`src/rtl/sa_ctrl_pkg.sv`:
```
// Shared types and constants for the 2x2 systolic array sequencer.
// Latency: none (package only).
// Backpressure: none (package only).
package sa_ctrl_pkg;

    typedef enum logic [1:0] {
        IDLE  = 2'd0,
        LOAD  = 2'd1,
        RUN   = 2'd2,
        DRAIN = 2'd3
    } sa_ctrl_state_e;

    // Cycles from vector accept to the aligned result pair being pushed.
    localparam int SA_LATENCY = 4;

endpackage

```
`src/rtl/sa_result_fifo.sv`:
```
// Synchronous result FIFO; pop_data shows the head entry (zero when empty).
// Latency: a push is visible at the head on the following cycle.
// Backpressure: push while full is dropped; pop while empty is ignored.
module sa_result_fifo #(
    parameter int WIDTH = 16,
    parameter int DEPTH = 8
) (
    input  logic                     clk,
    input  logic                     reset_n,
    input  logic                     push,
    input  logic [WIDTH-1:0]         push_data,
    input  logic                     pop,
    output logic [WIDTH-1:0]         pop_data,
    output logic [$clog2(DEPTH):0]   count,
    output logic                     full,
    output logic                     empty
);

    localparam int PW = $clog2(DEPTH);
    localparam logic [PW:0] FULL_COUNT = (PW+1)'(DEPTH);

    logic [WIDTH-1:0] mem [DEPTH];
    logic [PW-1:0]    wr_ptr;
    logic [PW-1:0]    rd_ptr;
    logic             do_push;
    logic             do_pop;

    assign full     = (count == FULL_COUNT);
    assign empty    = (count == '0);
    assign do_push  = push && !full;
    assign do_pop   = pop && !empty;
    // Gate the head with empty so the output reads zero out of reset.
    assign pop_data = empty ? '0 : mem[rd_ptr];

    // Pointers wrap naturally at the power-of-two depth; count tracks occupancy.
    always_ff @(posedge clk or negedge reset_n) begin
        if (!reset_n) begin
            wr_ptr <= '0;
            rd_ptr <= '0;
            count  <= '0;
        end else begin
            if (do_push) wr_ptr <= wr_ptr + PW'(1);
            if (do_pop)  rd_ptr <= rd_ptr + PW'(1);
            case ({do_push, do_pop})
                2'b10:   count <= count + (PW+1)'(1);
                2'b01:   count <= count - (PW+1)'(1);
                default: count <= count;
            endcase
        end
    end

    // Storage needs no reset: the head is masked while the FIFO is empty.
    always_ff @(posedge clk) begin
        if (do_push) mem[wr_ptr] <= push_data;
    end

    // The controller's credit scheme must never let the FIFO overflow.
    a_no_push_when_full: assert property (@(posedge clk) disable iff (!reset_n) !(push && full));

endmodule

```
`src/rtl/systolic_array_ctrl.sv`:
```
// Job sequencer for a 2x2 weight-stationary array: weight load, skewed issue, deskewed results.
// Latency: vector accepted at cycle t is pushed at t+4, out_valid at t+5 at the earliest.
// Backpressure: in_ready is withheld unless in-flight plus queued results fit the FIFO (macro SA_CTRL_PERF_EN adds a stall counter).
module systolic_array_ctrl
    import sa_ctrl_pkg::*;
#(
    parameter int DATA_WIDTH = 8,
    parameter int LEN_WIDTH  = 8,
    parameter int FIFO_DEPTH = 8
) (
    input  logic                  clk,
    input  logic                  reset_n,
    input  logic                  cmd_valid,
    output logic                  cmd_ready,
    input  logic [DATA_WIDTH-1:0] cmd_w00,
    input  logic [DATA_WIDTH-1:0] cmd_w01,
    input  logic [DATA_WIDTH-1:0] cmd_w10,
    input  logic [DATA_WIDTH-1:0] cmd_w11,
    input  logic [LEN_WIDTH-1:0]  cmd_len,
    input  logic                  in_valid,
    output logic                  in_ready,
    input  logic [DATA_WIDTH-1:0] in_x0,
    input  logic [DATA_WIDTH-1:0] in_x1,
    output logic                  out_valid,
    input  logic                  out_ready,
    output logic [DATA_WIDTH-1:0] out_y0,
    output logic [DATA_WIDTH-1:0] out_y1,
    output logic                  busy,
    output logic                  done,
`ifdef SA_CTRL_PERF_EN
    output logic [31:0]           perf_stall_cycles,
`endif
    output logic                  sa_load_weights,
    output logic                  sa_start,
    output logic [DATA_WIDTH-1:0] sa_w00,
    output logic [DATA_WIDTH-1:0] sa_w01,
    output logic [DATA_WIDTH-1:0] sa_w10,
    output logic [DATA_WIDTH-1:0] sa_w11,
    output logic [DATA_WIDTH-1:0] sa_x0,
    output logic [DATA_WIDTH-1:0] sa_x1,
    input  logic [DATA_WIDTH-1:0] sa_y0,
    input  logic [DATA_WIDTH-1:0] sa_y1
);

    localparam int FCW = $clog2(FIFO_DEPTH) + 1;
    localparam int IW  = $clog2(SA_LATENCY + 1);
    localparam int CW  = $clog2(FIFO_DEPTH + SA_LATENCY + 1);

    sa_ctrl_state_e state;
    sa_ctrl_state_e state_nxt;

    logic [DATA_WIDTH-1:0] w00_q, w01_q, w10_q, w11_q;
    logic [LEN_WIDTH-1:0]  remaining;
    logic [SA_LATENCY-1:0] vld_sr;
    logic [DATA_WIDTH-1:0] x1_q;
    logic [DATA_WIDTH-1:0] y0_q;
    logic [FCW-1:0]        fifo_count;
    logic                  fifo_full;
    logic                  fifo_empty;
    logic [IW-1:0]         inflight;
    logic [CW-1:0]         used_credits;
    logic                  credit_ok;
    logic                  cmd_fire;
    logic                  in_fire;
    logic                  out_fire;
    logic                  drain_done;
    logic                  done_q;

    assign cmd_fire = cmd_valid && cmd_ready;
    assign in_fire  = in_valid && in_ready;
    assign out_fire = out_valid && out_ready;

    // Results still travelling through the array, counted from the valid shift register.
    always_comb begin
        inflight = '0;
        for (int i = 0; i < SA_LATENCY; i++) begin
            inflight = inflight + IW'(vld_sr[i]);
        end
    end

    // Credits are taken from registered counts, so a same-cycle pop frees nothing yet.
    assign used_credits = CW'(inflight) + CW'(fifo_count);
    assign credit_ok    = (used_credits < CW'(FIFO_DEPTH));

    // Next-state and control decode.
    always_comb begin
        state_nxt       = state;
        cmd_ready       = 1'b0;
        in_ready        = 1'b0;
        sa_load_weights = 1'b0;
        sa_start        = 1'b0;
        busy            = 1'b1;
        drain_done      = 1'b0;
        unique case (state)
            IDLE: begin
                busy      = 1'b0;
                cmd_ready = 1'b1;
                if (cmd_valid) state_nxt = LOAD;
            end
            LOAD: begin
                sa_load_weights = 1'b1;
                state_nxt       = (remaining == '0) ? DRAIN : RUN;
            end
            RUN: begin
                sa_start = 1'b1;
                in_ready = (remaining != '0) && credit_ok;
                if (in_valid && in_ready && remaining == LEN_WIDTH'(1)) state_nxt = DRAIN;
            end
            DRAIN: begin
                sa_start = |vld_sr;
                if (!(|vld_sr) && fifo_empty) begin
                    drain_done = 1'b1;
                    state_nxt  = IDLE;
                end
            end
            default: state_nxt = IDLE;
        endcase
    end

    // State register.
    always_ff @(posedge clk or negedge reset_n) begin
        if (!reset_n) state <= IDLE;
        else          state <= state_nxt;
    end

    // Job registers: weights and remaining vector count latched on command accept.
    always_ff @(posedge clk or negedge reset_n) begin
        if (!reset_n) begin
            w00_q     <= '0;
            w01_q     <= '0;
            w10_q     <= '0;
            w11_q     <= '0;
            remaining <= '0;
        end else if (cmd_fire) begin
            w00_q     <= cmd_w00;
            w01_q     <= cmd_w01;
            w10_q     <= cmd_w10;
            w11_q     <= cmd_w11;
            remaining <= cmd_len;
        end else if (in_fire) begin
            remaining <= remaining - LEN_WIDTH'(1);
        end
    end

    // Row skew on input, column deskew on output, and the valid tag that follows each vector.
    always_ff @(posedge clk or negedge reset_n) begin
        if (!reset_n) begin
            vld_sr <= '0;
            x1_q   <= '0;
            y0_q   <= '0;
        end else begin
            vld_sr <= {vld_sr[SA_LATENCY-2:0], in_fire};
            x1_q   <= in_fire ? in_x1 : '0;
            y0_q   <= sa_y0;
        end
    end

    // Completion pulse lands one cycle after the drain condition is seen.
    always_ff @(posedge clk or negedge reset_n) begin
        if (!reset_n) done_q <= 1'b0;
        else          done_q <= drain_done;
    end

`ifdef SA_CTRL_PERF_EN
    // Saturating count of RUN cycles with work pending but no vector accepted.
    always_ff @(posedge clk or negedge reset_n) begin
        if (!reset_n) begin
            perf_stall_cycles <= '0;
        end else if (cmd_fire) begin
            perf_stall_cycles <= '0;
        end else if (state == RUN && remaining != '0 && !in_fire && perf_stall_cycles != '1) begin
            perf_stall_cycles <= perf_stall_cycles + 32'd1;
        end
    end
`endif

    assign done   = done_q;
    assign sa_w00 = w00_q;
    assign sa_w01 = w01_q;
    assign sa_w10 = w10_q;
    assign sa_w11 = w11_q;
    // Bubbles are injected as zeros so idle slots carry no stale operands.
    assign sa_x0  = in_fire ? in_x0 : '0;
    assign sa_x1  = x1_q;

    sa_result_fifo #(
        .WIDTH (2 * DATA_WIDTH),
        .DEPTH (FIFO_DEPTH)
    ) u_fifo (
        .clk       (clk),
        .reset_n   (reset_n),
        .push      (vld_sr[SA_LATENCY-1]),
        .push_data ({y0_q, sa_y1}),
        .pop       (out_fire),
        .pop_data  ({out_y0, out_y1}),
        .count     (fifo_count),
        .full      (fifo_full),
        .empty     (fifo_empty)
    );

    assign out_valid = !fifo_empty;

endmodule

```
`config.mk`:
```
export PLATFORM = sky130hd
export DESIGN_NAME = systolic_array_ctrl
export DESIGN_NICKNAME = d
export VERILOG_FILES = /design/src/rtl/sa_ctrl_pkg.sv /design/src/rtl/sa_result_fifo.sv /design/src/rtl/systolic_array_ctrl.sv
export SDC_FILE = /design/constraint.sdc
export NUM_CORES = 1
export LEC_CHECK = 0
export CAP_MARGIN = 10
export CORE_UTILIZATION = 47
export CTS_BUF_LIST = sky130_fd_sc_hd__clkbuf_4 sky130_fd_sc_hd__clkbuf_8 sky130_fd_sc_hd__clkbuf_16
export DETAILED_ROUTE_END_ITERATION = 8
export PLACE_DENSITY = 0.76
export SLEW_MARGIN = 20
export SYNTH_ARGS = -nofsm -noshare
export SYNTH_HDL_FRONTEND = slang
export SYNTH_HIERARCHICAL = 1
export SYNTH_SLANG_ARGS = --single-unit
```
`constraint.sdc`:
```
create_clock -name clk -period 3.02 [get_ports clk]
set_clock_uncertainty 0.05 [all_clocks]
set_input_delay 0.604 -clock clk [delete_from_list [all_inputs] [get_ports clk]]
set_output_delay 0.604 -clock clk [all_outputs]
set_load 0.005 [all_outputs]
```
== Yosys cells after proc, flatten, opt, wreduce, memory -nomap -nowiden ==
Memories as Yosys holds them, arrays and structs flattened.
Cells that the tools add are included.
Widths: inputs -> output; s select.

* Bits in writable memories: 128
* Register bits after elaboration: 73
* Memories kept: 1
* Bits of input ports: 77
* Output and inout bits: 71
* Logic and storage cells: 74

* Reductions and logical operators: 20
* Magnitude comparators: 1
* Add/subtract/negate cells: 9
* Equality and inequality tests: 10
* Multiplexer cells: 20

{| class="wikitable"
|+ Memories
! memory !! depth !! bits a word !! rd ports !! clocked after memory_dff !! write ports !! line !! RTL
|-
| u_fifo.mem || 8 || 16 || 1 || 0 || 1 || sa_result_fifo.sv:22 || <nowiki>logic [WIDTH-1:0] mem [DEPTH];</nowiki>
|}

{| class="wikitable"
|+ Operators with widths
! cell !! count
|-
| $mux 8 || 4
|-
| $mux 16 || 1
|-
| $logic_and 1x1->1 || 9
|-
| $mux 1 || 9
|-
| $eq 8x1->1 const B || 1
|-
| $logic_not 8->1 || 1
|-
| $pmux 2 s4 || 1
|-
| $pmux 4 s2 || 1
|-
| $reduce_bool 8->1 || 1
|-
| $sub 8x1->8 const B || 1
|-
| $add 3x1->3 const B || 2
|-
| $eq 2x2->1 const B || 3
|-
| $mux 2 || 3
|-
| $ne 2x2->1 const B || 3
|-
| $add 3x4->4 || 1
|-
| $add 4x1->4 const B || 1
|-
| $eq 2x1->1 const B || 2
|-
| $eq 4x4->1 const B || 1
|-
| $logic_not 4->1 || 1
|-
| $lt 4x4->1 const B || 1
|-
| $reduce_bool 2->1 || 2
|-
| $reduce_or 4->1 || 1
|-
| $sub 4x1->4 const B || 1
|-
| $add 2x1->3 || 1
|-
| 6 further kinds || 8
|}

== Longest topological paths before layout ==
Gate-level depths: netlist (run 1).

* Depth after elaboration: 10
* Depth in mapped cells: 12
* Depth with buffers taken out: 10

== Cells and area by module ==
Netlist (run 1), hierarchy kept.

{| class="wikitable"
|+ Modules (own cells, without submodules)
! module !! instances !! area an instance (µm²) !! cells each !! seq. area each (µm²)
|-
| sa_result_fifo || 1 || 5476.5 || 264 || 4093.9
|-
| systolic_array_ctrl || 1 || 2697.6 || 277 || 1576.5
|}

== Worst setup path before layout (run 1) ==
Ideal clock, no wire load.

* Path kind: flip-flop to output port
* From: register vld_sr[0]
* To: output port sa_x0[0]
* Required time: 2366 ps
* Path slack: 60 ps
* Arrival: 2306 ps
* Cell stages (with the launch flop): 8
* Buffers on the path: 1
* Cell sequence: dfrtp_1 > fa_1 > ha_1 > a211oi_1 > nor3_1 > nor4b_2 > clkbuf_1 > and2_1

* Cells in the longest elaborated chain, start to end: 9

{| class="wikitable"
|+ Ends and longest elaborated chain
! element !! line !! RTL
|-
| start: declaration || systolic_array_ctrl.sv:54 || <nowiki>logic [SA_LATENCY-1:0] vld_sr;</nowiki>
|-
| start signal: assignment || systolic_array_ctrl.sv:152 || <nowiki>vld_sr <= {vld_sr[SA_LATENCY-2:0], in_fire};</nowiki>
|-
| $add 1x1->2 || systolic_array_ctrl.sv:77 || <nowiki>inflight = inflight + IW'(vld_sr[i]);</nowiki>
|-
| $add 2x1->3 || systolic_array_ctrl.sv:77 ||
|-
| $add 3x1->3 || systolic_array_ctrl.sv:77 ||
|-
| $add 3x4->4 || systolic_array_ctrl.sv:82 || <nowiki>assign used_credits = CW'(inflight) + CW'(fifo_count);</nowiki>
|-
| $lt 4x4->1 || systolic_array_ctrl.sv:83 || <nowiki>assign credit_ok = (used_credits < CW'(FIFO_DEPTH));</nowiki>
|-
| $logic_and 1x1->1 || systolic_array_ctrl.sv:106 || <nowiki>in_ready = (remaining != '0) && credit_ok;</nowiki>
|-
| $mux 1 || systolic_array_ctrl.sv:94 || <nowiki>unique case (state)</nowiki>
|-
| $logic_and 1x1->1 || systolic_array_ctrl.sv:70 || <nowiki>assign in_fire = in_valid && in_ready;</nowiki>
|-
| net in_fire || systolic_array_ctrl.sv:64 || <nowiki>logic in_fire;</nowiki>
|-
| $mux 8 || systolic_array_ctrl.sv:183 || <nowiki>assign sa_x0 = in_fire ? in_x0 : '0;</nowiki>
|-
| end: declaration || systolic_array_ctrl.sv:39 || <nowiki>output logic [DATA_WIDTH-1:0] sa_x0,</nowiki>
|}

The timed path passes the listed nets, and every way through them passes these cells.

== Worst setup path after layout (run 1) ==
* From: register vld_sr[3]
* To: output port sa_x0[4]

* Cells in the longest elaborated chain, start to end: 7

{| class="wikitable"
|+ Ends and longest elaborated chain
! element !! line
|-
| $add 3x1->3 || systolic_array_ctrl.sv:77
|-
| $add 3x4->4 || systolic_array_ctrl.sv:82
|-
| $lt 4x4->1 || systolic_array_ctrl.sv:83
|-
| $logic_and 1x1->1 || systolic_array_ctrl.sv:106
|-
| $mux 1 || systolic_array_ctrl.sv:94
|-
| $logic_and 1x1->1 || systolic_array_ctrl.sv:70
|-
| $mux 8 || systolic_array_ctrl.sv:183
|}

Every way passes these cells.

==> summary.md, run 1 <==
| Metric | Value |
|---|---|
| Critical path's largest stage delay | 0.49 ns |
| CP endpoint kind | primary output |
| CP Max Fanout | 3 |
| Layout cells sized above 1 | 20.8% |
| Clock latency on the worst-skew pair | 0.48 ns |
| Max-slew violations | 0 |
| Post-layout util | 65.7% |
| Die Area | 17900 sq um |
| Cell count after synthesis | 540 |
| Core area | 16800 sq um |
| Initial antenna violation count | 0 |
| CP max-delay cell | fa_1 |
| Initial Util | 48.7% |
| Antenna-violating nets left | 0 |
| Cell internal pwr | 0.00693 W |
| Tightest Pin Transition | 0.607 ns |
| Synthesized area | 8170 sq um |
| Largest net degree at the start of global routing | 47 |
| Hold Vio Cnt, Final | 0 |
| Endpoints failing setup | 11 |
| Syn. warnings | 6 |
| GP Congestion | 0.792 |
| Pleak | 4.46 nW |
| Pwr dens | 894 nW/um^2 |
| Root buffer cell | clkbuf_16 |
| Status | finished with violations |
| Sw frac | 29.7% |
| CTS Hold Bufs | 0 |
| H-tree depth | 1 |
| Average size of a mapped cell | 15.1 sq um |
| NetSw | 0.00292 W |
| Initial detailed-routing violation count | 241 |
| Violated checks | negative setup slack |
| Layout Nets | 836 |
| Detailed Route WL | 17.9 mm |
| Period utilization | 118% |
| CP most frequent cell | buf_6 |
| Relative slew slack | 59.5% |
| Total GRT Usage | 20.5% |
| Placed Cells | 915 |
| Io pins | 148 |
| First-pass GRT wire length | 28.3 mm |
| Final min period | 3.55 ns |
| Layout area overhead | 34.9% |
| Worst EP required | 2.37 ns |
| Die Y | 134 um |
| Power, Total | 0.00985 W |
| First drt pass iteration count | 5 |
| Worst setup path class | register to primary output |
| Clock buffer depth | 3 |
| Num rows | 47 |
| RSZ-0062 raised after global routing | yes |
| Clock sink count | 201 |
| Combinational cell fraction of total power | 38.6% |
| Vias/cell | 5.24 |
| Die Span X | 134 um |
| HPWL after DPL | 11.1 mm |
| Worst hold path type | primary input to async pin |
| CTS buffer count | 21 |
| Crit start category | register |
| Layout Cells excl Fill | 976 |
| Fin worst setup slack | -0.533 ns |
| Clk slew on worst S/H paths | 0.06 ns |
| Vias in the first global route | 5549 |
| Antenna Cells | 0 |
| Max IR drop VDD | 0.533 mV |
| Routed WL per cell | 18.3 um |
| CP Cell Sequence | fa_1, ha_1, a211oi_2, nor3_2, nor4b_4, buf_4, buf_6, buf_6, and2_4, buf_6 |
| I/O Buffers | 147 |
| Max Fclk | 0.281 GHz |
| Part of the power in registers | 37.4% |
| Crit path DAT | 2.90 ns |
| CTS tree | built |
| Max-Cap Viols | 0 |
| Grt total ovfl | 0 |
| Syn_nets | 632 |
| Vias | 5112 |
| DRC | 0 |
| WHS | 0.0861 ns |
| Part of the power in the clock network | 24.0% |
-- layout by cell type, fill, tap and decap left out, types with 7 or more instances in the layout --
cell type,instances
and2_1,11
buf_4,45
buf_6,16
clkbuf_16,22
clkdlybuf4s50_1,124
dfrtp_1,72
dlymetal6s2s_1,9
edfxtp_1,128
ha_1,14
inv_1,12
mux2i_1,16
mux4_2,32
nand2_1,113
nor2_1,32
xnor2_1,7
-- per-stage QoR --
stage / cell area [sq um] / setup TNS [ns] / setup slack (ns)
finish: 11000 / -4.21 / -0.533
global route: 11000 / -5.38 / -0.638
CTS: 10900 / -4.10 / -0.536
detailed placement: 10100 / -3.66 / -0.404
global placement: 10100 / -3.48 / -0.397
floorplan: 8170 / 0 / 0.0595
-- critical path, delay by kind of cell (launching register included) --
kind,cells,cell delay (ns)
AOI/OAI and AO/OA,1,0.25
adders and majority gates,2,0.80
buffers and inverters,4,0.44
DFF,1,0.40
and+or+nand+nor,3,0.53
-- routing by layer --
| metal | track usage, % | part of all wire, % | vias up |
|---|---|---|---|
| li1 | - | - | 2348 |
| met1 | 23.8 | 38 | 2548 |
| met2 | 36.9 | 52 | 190 |
| met3 | 5.82 | 8.2 | 26 |
| met4 | 5.49 | 1.9 | 0 |
| met5 | 0 | 0 | - |
-- power by group through the flow --
stage | combinational [W] | sequential (W) | clock [W]
final | 0.00381 | 0.00368 | 0.00236
after global routing | 0.00416 | 0.00373 | 0.00253
after CTS | 0.00380 | 0.00368 | 0.00242
after detailed placement | 0.00352 | 0.00374 | 0
after global placement | 0.00343 | 0.00371 | 0
after floorplan | 0.00194 | 0.00370 | 0
-- worst paths after layout --
kind                       slack [ns]  depth (start not counted)            to  startpoint
max in group asynchronous        2.18                          2     sa_w11[7]     reset_n
hold / removal                   0.09                          1      sa_x1[3]     reset_n
min in group clk                 0.38                          0     vld_sr[2]   vld_sr[1]
setup reg to reg                -0.05                         10  remaining[7]   vld_sr[3]
setup / recovery                -0.53                         10      sa_x0[4]   vld_sr[3]
hold reg to reg                  0.38                          0     vld_sr[2]   vld_sr[1]
-- final cells by class --
cell class	count	area, sq um
multi-input cells	302	2370
clock inverters	8	58.8
flip-flops and latches	201	5670
inverters	14	52.6
clock buffers	27	571
well taps	220	275
repair buffers	204	2010
fillers	1159	5740
-- registers in the layout (all words and copies together) (netlist names), 8 cells and up --
register and count:
remaining 8, sa_w00 8, sa_w01 8, sa_w10 8, sa_w11 8, sa_x1 8
u_fifo/mem 128, y0_q 8
-- timing repair --
action                     in CTS  in global routing
pin swaps                      12                  6
resized for setup              57                 24
hold endpoints to repair        0                  0
setup endpoints to repair      27                 23
gates cloned                    3                  1
buffers inserted               21                  7
Power figures use the tool's default switching activity.
==> inputs of run 2 (changes only) <==
--- a/config.mk
+++ b/config.mk
@@ -6,6 +6,7 @@
 export NUM_CORES = 1
 export LEC_CHECK = 0
 export CAP_MARGIN = 10
+export CORE_ASPECT_RATIO = 0.6
 export CORE_UTILIZATION = 47
 export CTS_BUF_LIST = sky130_fd_sc_hd__clkbuf_4 sky130_fd_sc_hd__clkbuf_8 sky130_fd_sc_hd__clkbuf_16
 export DETAILED_ROUTE_END_ITERATION = 8
@@ -13,5 +14,4 @@
 export SLEW_MARGIN = 20
 export SYNTH_ARGS = -nofsm -noshare
 export SYNTH_HDL_FRONTEND = slang
-export SYNTH_HIERARCHICAL = 1
 export SYNTH_SLANG_ARGS = --single-unit
==> run 2 against run 1 <==
Critical path depth down 1. The flow still finishes with violations (negative setup slack). Wire length up 2.0%. Fmax up 1.6%. First-iteration DRC count up 19%. Combinational power up 2%. Critical endpoint is now sa_x0[0]. Hold slack better by 0.14 ns. Synthesized cell count down 0.93%. Final cell count down 0.20%. Sequential cell count unchanged. Global-route usage up 1.5 points.
==> summary.md, run 2 <==
| Metric | Value |
|---|---|
| Layout Nets | 826 (-1.2%) |
| Worst setup path class | register to primary output |
| Most common cell after layout, fill and taps aside | edfxtp_1 |
| Relative slew slack | 36.3% (-23 points) |
| Clock latency on the worst-skew pair | 0.48 ns (about the same) |
| Critical path's largest stage delay | 0.48 ns (about the same) |
| Synth area leaders | edfxtp_1 48%, dfrtp_1 23%, mux4_2 8.9% |
| Register bit total from synthesis | 201 |
| Cell count of the worst reg-to-reg path | 9 (-1) |
| Clock buffer depth | 3 (unchanged) |
| Max Fclk | 0.286 GHz (+1.6%) |
| Layout area overhead | 35.7% |
| Pleak | 4.35 nW (-2.6%) |
| Fillers | 1161 (+0.17%) |
| DRC | 0 (unchanged) |
| Antenna Cells | 0 (unchanged) |
| Period utilization | 116% (-1.8 points) |
| Most instantiated library cell after synthesis | edfxtp_1 |
| Setup TNS | -3.55 ns (+0.664 ns) |
| Max-slew violations | 0 (unchanged) |
| Design Area, Final | 10900 sq um (-0.72%) |
| Io pins | 148 (unchanged) |
| CTS tree | built |
| Number of synthesized flops with an enable pin | 128 |
| Syn_nets | 628 (-0.63%) |
| Initial Util | 48.9% (+0.15 points) |
| Largest net degree at the start of global routing | 74 (+57%) |
| Fin worst setup slack | -0.478 ns (+0.0547 ns) |
| HPWL after DPL | 11.9 mm (+7.7%) |
| Power, Total | 0.00984 W (-0.11%) |
| Max IR drop VDD | 0.460 mV (-14%) |
| Final min period | 3.50 ns (-0.0547 ns) |
| Num rows | 36 (-23%) |
| CP max-delay cell | fa_1 |
| Die Span X | 171 um (+28%) |
| CP endpoint kind | primary output |
| Crit path DAT | 2.84 ns (-0.06 ns) |
| Clk slew on worst S/H paths | 0.07 ns (about the same) |
| Placed Cells | 913 (-0.22%) |
| Average size of a mapped cell | 15.1 sq um (-0.41%) |
| Top reg by flops | u_fifo.mem |
| CP Max Fanout | 2 (-1) |
| Detailed Route WL | 18.3 mm (+2.0%) |
| Crit start category | register |
| Synthesized area | 8060 sq um (-1.3%) |
| CTS Hold Bufs | 0 (unchanged) |
| Routed WL per cell | 18.8 um (+2.2%) |
| Endpoints failing setup | 9 (-2) |
| Cell count after synthesis | 535 (-0.93%) |
| Die Y | 103 um (-23%) |
| Die Area | 17700 sq um (-1.2%) |
| Placement Cell Area | 9990 sq um (-0.62%) |
| Grt total ovfl | 0 (unchanged) |
| Register area share after synthesis | 70.4% |
| Total GRT Usage | 21.9% (+1.5 points) |
| Asr flop ratio synth | 36.3% |
| Pwr dens | 900 nW/um^2 (+0.61%) |
| Clock sink count | 201 (unchanged) |
| Antenna-violating nets left | 0 (unchanged) |
| H-tree depth | 1 (unchanged) |
| Worst hold path type | primary input to async pin |
| Vias/cell | 5.14 (-1.9%) |
| Layout cells sized above 1 | 21.4% (+0.68 points) |
| RSZ-0062 raised after global routing | yes |
| Layout Cells excl Fill | 974 (-0.20%) |
| Tightest Pin Transition | 0.955 ns (+0.348 ns) |
| First-pass GRT wire length | 28.8 mm (+1.9%) |
| I/O Buffers | 147 (unchanged) |
| Post-synth cell types | 44 |
| Top_reg_cell synth | edfxtp_1 |
| CTS buffer count | 19 (-9.5%) |
| Vias | 5004 (-2.1%) |
| Violated checks | negative setup slack |
| CP Cell Sequence | fa_1, ha_1, a211oi_2, nor3_2, or3_4, buf_6, clkinvlp_4, and2_1, buf_2 |
| Core area | 16500 sq um (-1.6%) |
| Max-Cap Viols | 0 (unchanged) |
| Max reg flops | 128 (unchanged) |
| First drt pass iteration count | 4 (-1) |
| Initial antenna violation count | 0 (unchanged) |
| Top cell type's share of synthesized area | 47.7% |
| Area leader, netlist | edfxtp_1 |
| GP Congestion | 0.863 (+8.9%) |
| Status | finished with violations |
| Vias in the first global route | 5248 (-5.4%) |
| Initial detailed-routing violation count | 287 (+19%) |
| Most frequent cells in the layout | 128 x edfxtp_1, 121 x clkdlybuf4s50_1, 117 x nand2_1, 72 x dfrtp_1, 37 x buf_4 |
| Hold Vio Cnt, Final | 0 (unchanged) |
| Root buffer cell | clkbuf_16 |
| Worst EP required | 2.37 ns (about the same) |
| Post-synth top cells | 128 x edfxtp_1, 117 x nand2_1, 73 x dfrtp_1 |
| Syn. warnings | 0 (-6) |
==> run 2: what timing repair did <==
action                                  4_1_cts  5_1_grt
gates resized for setup                      82       25
cloned                                        3        0
pin swaps                                    17       10
buffers inserted                             38        8
endpoints found under the setup margin       23       35
endpoints found under the hold margin         0        0
==> run 2: worst paths after layout <==
check	startpoint	to	slack (ns)
max in group asynchronous	reset_n	u_fifo.rd_ptr[0]	2.03
setup / recovery	vld_sr[0]	sa_x0[0]	-0.48
hold reg to reg	vld_sr[2]	vld_sr[3]	0.40
setup reg to reg	vld_sr[0]	remaining[5]	0.08
hold / removal	reset_n	sa_w11[0]	0.22
min in group clk	vld_sr[2]	vld_sr[3]	0.40
==> run 2: per-layer routing <==
| layer | track usage [%] | part of all wire, % | routed length, um |
|---|---|---|---|
| met5 | 0 | 0 | 0 |
| met2 | 36.0 | 48 | 8790 |
| met4 | 5.70 | 1.8 | 335 |
| met1 | 30.6 | 43 | 7790 |
| met3 | 4.30 | 7.4 | 1360 |
==> run 2: power by group <==
part / internal [W] / total, W / leakage, nW / switching, W
Combinational: 0.00219 / 0.00389 / 2.00 / 0.00169
Sequential: 0.00339 / 0.00375 / 2.06 / 0.000366
Clock: 0.00122 / 0.00220 / 0.285 / 0.000977
==> run 2: critical path: cells and delay by family (launching register included) <==
kind                       cells  cell delay [ns]
adders and majority gates      2             0.77
DFF                            1             0.40
and+or+nand+nor                3             0.59
buffers and inverters          3             0.31
AOI/OAI and AO/OA              1             0.28
==> run 2: area by class of cell <==
class | instances | area [sq um] | share of cell area [%]
multi-input combinational | 295 | 2350 | 21.5
tap | 228 | 285 | 2.61
sequential | 201 | 5670 | 51.8
clock buffer | 24 | 519 | 4.75
inverter | 16 | 62.6 | 0.572
timing repair inverter | 1 | 7.51 | 0.0686
clock inverter | 10 | 52.6 | 0.480
timing repair buffer | 199 | 1990 | 18.2
==> run 2: metrics by stage <==
step	setup slack [ns]	hold WS (ns)	util, %
6_report	-0.478	0.222	66.4
5_1_grt	-0.591	0.298	66.4
4_1_cts	-0.453	0.251	66.0
3_5_place_dp	-0.337	0.367	60.6
3_3_place_gp	-0.312	0.369	60.6
2_1_floorplan	0.00597	0.258	-
==> run 2: logic make-up after synthesis <==
family                     synth area share [%]
muxes                                      11.3
xor gates and xnor gates                   1.09
and+or+nand+nor                            10.8
adders and majority gates                  2.67
AOI/OAI and AO/OA                          1.88
DFF                                        70.4
buffers and inverters                      1.89
==> inputs of run 3 (changes only) <==
--- a/config.mk
+++ b/config.mk
@@ -6,7 +6,6 @@
 export NUM_CORES = 1
 export LEC_CHECK = 0
 export CAP_MARGIN = 10
-export CORE_ASPECT_RATIO = 0.6
 export CORE_UTILIZATION = 47
 export CTS_BUF_LIST = sky130_fd_sc_hd__clkbuf_4 sky130_fd_sc_hd__clkbuf_8 sky130_fd_sc_hd__clkbuf_16
 export DETAILED_ROUTE_END_ITERATION = 8
==> run 3 against run 2 <==
Clock-buffer cell count up 4. Highest routed layer unchanged. Wire length down 0.67%. Core utilization is 0.84 points lower. The flow still finishes with violations (negative setup slack). Clock power is 10% higher. Global-route usage down 1.1 points. Cell area decreased by 0.33%. Via count grew 2.5%. Sequential power about the same.
==> summary.md, run 3 (synthesis gave the netlist of run 2 again) <==
| Metric | Value |
|---|---|
| CTS buffer count | 21 (+2) |
| First drt pass iteration count | 4 (unchanged) |
| H-tree depth | 1 (unchanged) |
| Endpoints failing setup | 9 (unchanged) |
| Top reg by flops | u_fifo.mem |
| CTS Hold Bufs | 0 (unchanged) |
| Detailed Route WL | 18.1 mm (-0.67%) |
| Pwr dens | 908 nW/um^2 (+0.99%) |
| Layout Nets | 823 (-0.36%) |
| Layout cells sized above 1 | 19.5% (-2.0 points) |
| Post-layout util | 65.5% (-0.84 points) |
| Io pins | 148 (unchanged) |
| Critical path's largest stage delay | 0.49 ns (about the same) |
| Relative slew slack | 39.3% (+3.0 points) |
| Grt total ovfl | 0 (unchanged) |
| Clock latency on the worst-skew pair | 0.49 ns (about the same) |
| Initial antenna violation count | 1 (+1) |
| Tightest Pin Transition | 0.910 ns (-0.0457 ns) |
| Design Area, Final | 10900 sq um (-0.33%) |
| Crit path DAT | 2.87 ns (+0.03 ns) |
| Max-slew violations | 0 (unchanged) |
| Vias/cell | 5.32 (+3.5%) |
| I/O Buffers | 147 (unchanged) |
| Initial Util | 48.4% (-0.46 points) |
| First-pass GRT wire length | 28.1 mm (-2.4%) |
| Crit-path leading delay family | adder cells |
| Layout area overhead | 35.3% |
| WP buf/inv | 4 (+1) |
| CP Cell Sequence | fa_1, ha_1, a211oi_2, nor3_2, or3_4, clkinv_4, buf_6, buf_6, and2_4, buf_6 |
| Root buffer cell | clkbuf_16 |
| Max Fclk | 0.284 GHz (-0.75%) |
| Die Y | 133 um (+29%) |
| Status | finished with violations |
| DRC | 0 (unchanged) |
| Clk slew on worst S/H paths | 0.06 ns (about the same) |
| Fin worst setup slack | -0.505 ns (-0.0263 ns) |
| Vias in the first global route | 5381 (+2.5%) |
| Clock buffer depth | 3 (unchanged) |
| Hold Vio Cnt, Final | 0 (unchanged) |
| Largest net degree at the start of global routing | 74 (unchanged) |
| Violated checks | negative setup slack |
| Most common cell after layout, fill and taps aside | edfxtp_1 |
| Routed WL per cell | 18.8 um (+0.36%) |
| CP max-delay cell | fa_1 |
| Worst hold path type | primary input to async pin |
| Pleak | 4.39 nW (+1.1%) |
| CP endpoint kind | primary output |
| CP Max Fanout | 2 (unchanged) |
| CTS tree | built |
| Crit start category | register |
| Max reg flops | 128 (unchanged) |
| Placement Cell Area | 9950 sq um (-0.40%) |
| Final min period | 3.52 ns (+0.0263 ns) |
| HPWL after DPL | 10.9 mm (-8.6%) |
| Total GRT Usage | 20.8% (-1.1 points) |
| Worst EP required | 2.37 ns (about the same) |
| Num rows | 47 (+31%) |
| Vias | 5128 (+2.5%) |
| Clock sink count | 201 (unchanged) |
| Fillers | 1158 (-0.26%) |
| Initial detailed-routing violation count | 242 (-16%) |
| Worst setup path class | register to primary output |
| GP Congestion | 0.827 (-4.1%) |
| Die Span X | 133 um (-22%) |
| Die Area | 17700 sq um (about the same) |
| Core area | 16600 sq um (+0.95%) |
| Max IR drop VDD | 0.494 mV (+7.6%) |
| CP most frequent cell | buf_6 |
| Most frequent cells in the layout | 128 x edfxtp_1, 121 x clkdlybuf4s50_1, 117 x nand2_1, 72 x dfrtp_1, 37 x buf_4 |
| RSZ-0062 raised after global routing | yes |
| Antenna-violating nets left | 0 (unchanged) |
| Antenna Cells | 0 (unchanged) |
| Period utilization | 117% (+0.87 points) |
| Max-Cap Viols | 0 (unchanged) |
## run 3: cell count changes in the layout (fill, tap and decap cells not counted), sizes merged
cell,before,now
buf,62,56
bufbuf,0,1
bufinv,0,1
clkbuf,27,28
clkdlybuf4s15,4,0
clkinv,7,8
clkinvlp,3,1
dlygate4sd2,7,10
dlymetal6s2s,2,6
inv,17,16
## run 3: worst register-to-register path: stages (launching register included)
cell and delay [ns]:
dfrtp_1 0.40, fa_1 0.49, ha_1 0.29, a211oi_2 0.29
nor3_2 0.09, or3_4 0.37, buf_6 0.15, buf_6 0.11
buf_6 0.12, or4_4 0.51, nand3_2 0.08
## run 3: power by group
part / internal (W) / switching [W]
sequential: 0.00339 / 0.000331
clock: 0.00143 / 0.00100
combinational: 0.00209 / 0.00166
## run 3: layer usage
metal  track usage [%]  part of all wire (%)  vias to the layer above
li1                  -                     -                     2311
met1              24.1                    38                     2566
met2              37.8                    51                      217
met3              5.75                   8.2                       34
met4              5.81                   2.1                        0
met5                 0                     0                        -
## run 3: through the flow
step           setup slack [ns]  cells  hold WS (ns)  power, W  setup TNS [ns]
6_report                 -0.505    964         0.190   0.00990           -3.91
5_1_grt                  -0.650    964         0.284    0.0104           -5.44
4_1_cts                  -0.543    960         0.240   0.00993           -4.20
3_5_place_dp             -0.399    906         0.360   0.00726           -3.25
3_3_place_gp             -0.336    906         0.358   0.00712           -2.80
2_1_floorplan           0.00597    535         0.258   0.00557               0
## run 3: path summary, 6_finish.rpt
check	from	endpoint	slack (ns)	cells after the start
setup / recovery	vld_sr[0]	sa_x0[7]	-0.50	10
hold / removal	reset_n	sa_x1[6]	0.19	1
setup reg to reg	vld_sr[0]	remaining[7]	0	10
hold reg to reg	vld_sr[2]	vld_sr[3]	0.39	0
max in group asynchronous	reset_n	u_fifo.rd_ptr[0]	2.08	1
min in group clk	vld_sr[2]	vld_sr[3]	0.39	0
## run 3: timing repair
item / in CTS / in global routing
cloned: 4 / 0
setup endpoints to repair: 24 / 22
resized for setup: 64 / 19
setup buffers: 13 / 5
pin swaps: 9 / 9
## run 3: cell type report
cell class	instances	area [sq um]	area share [%]
sequential	201	5670	52.0
multi-input combinational	295	2330	21.3
timing repair buffer	194	1910	17.5
clock buffer	28	578	5.30
tap	220	275	2.52
clock inverter	9	72.6	0.666
inverter	16	65.1	0.597
timing repair inverter	1	6.26	0.0574
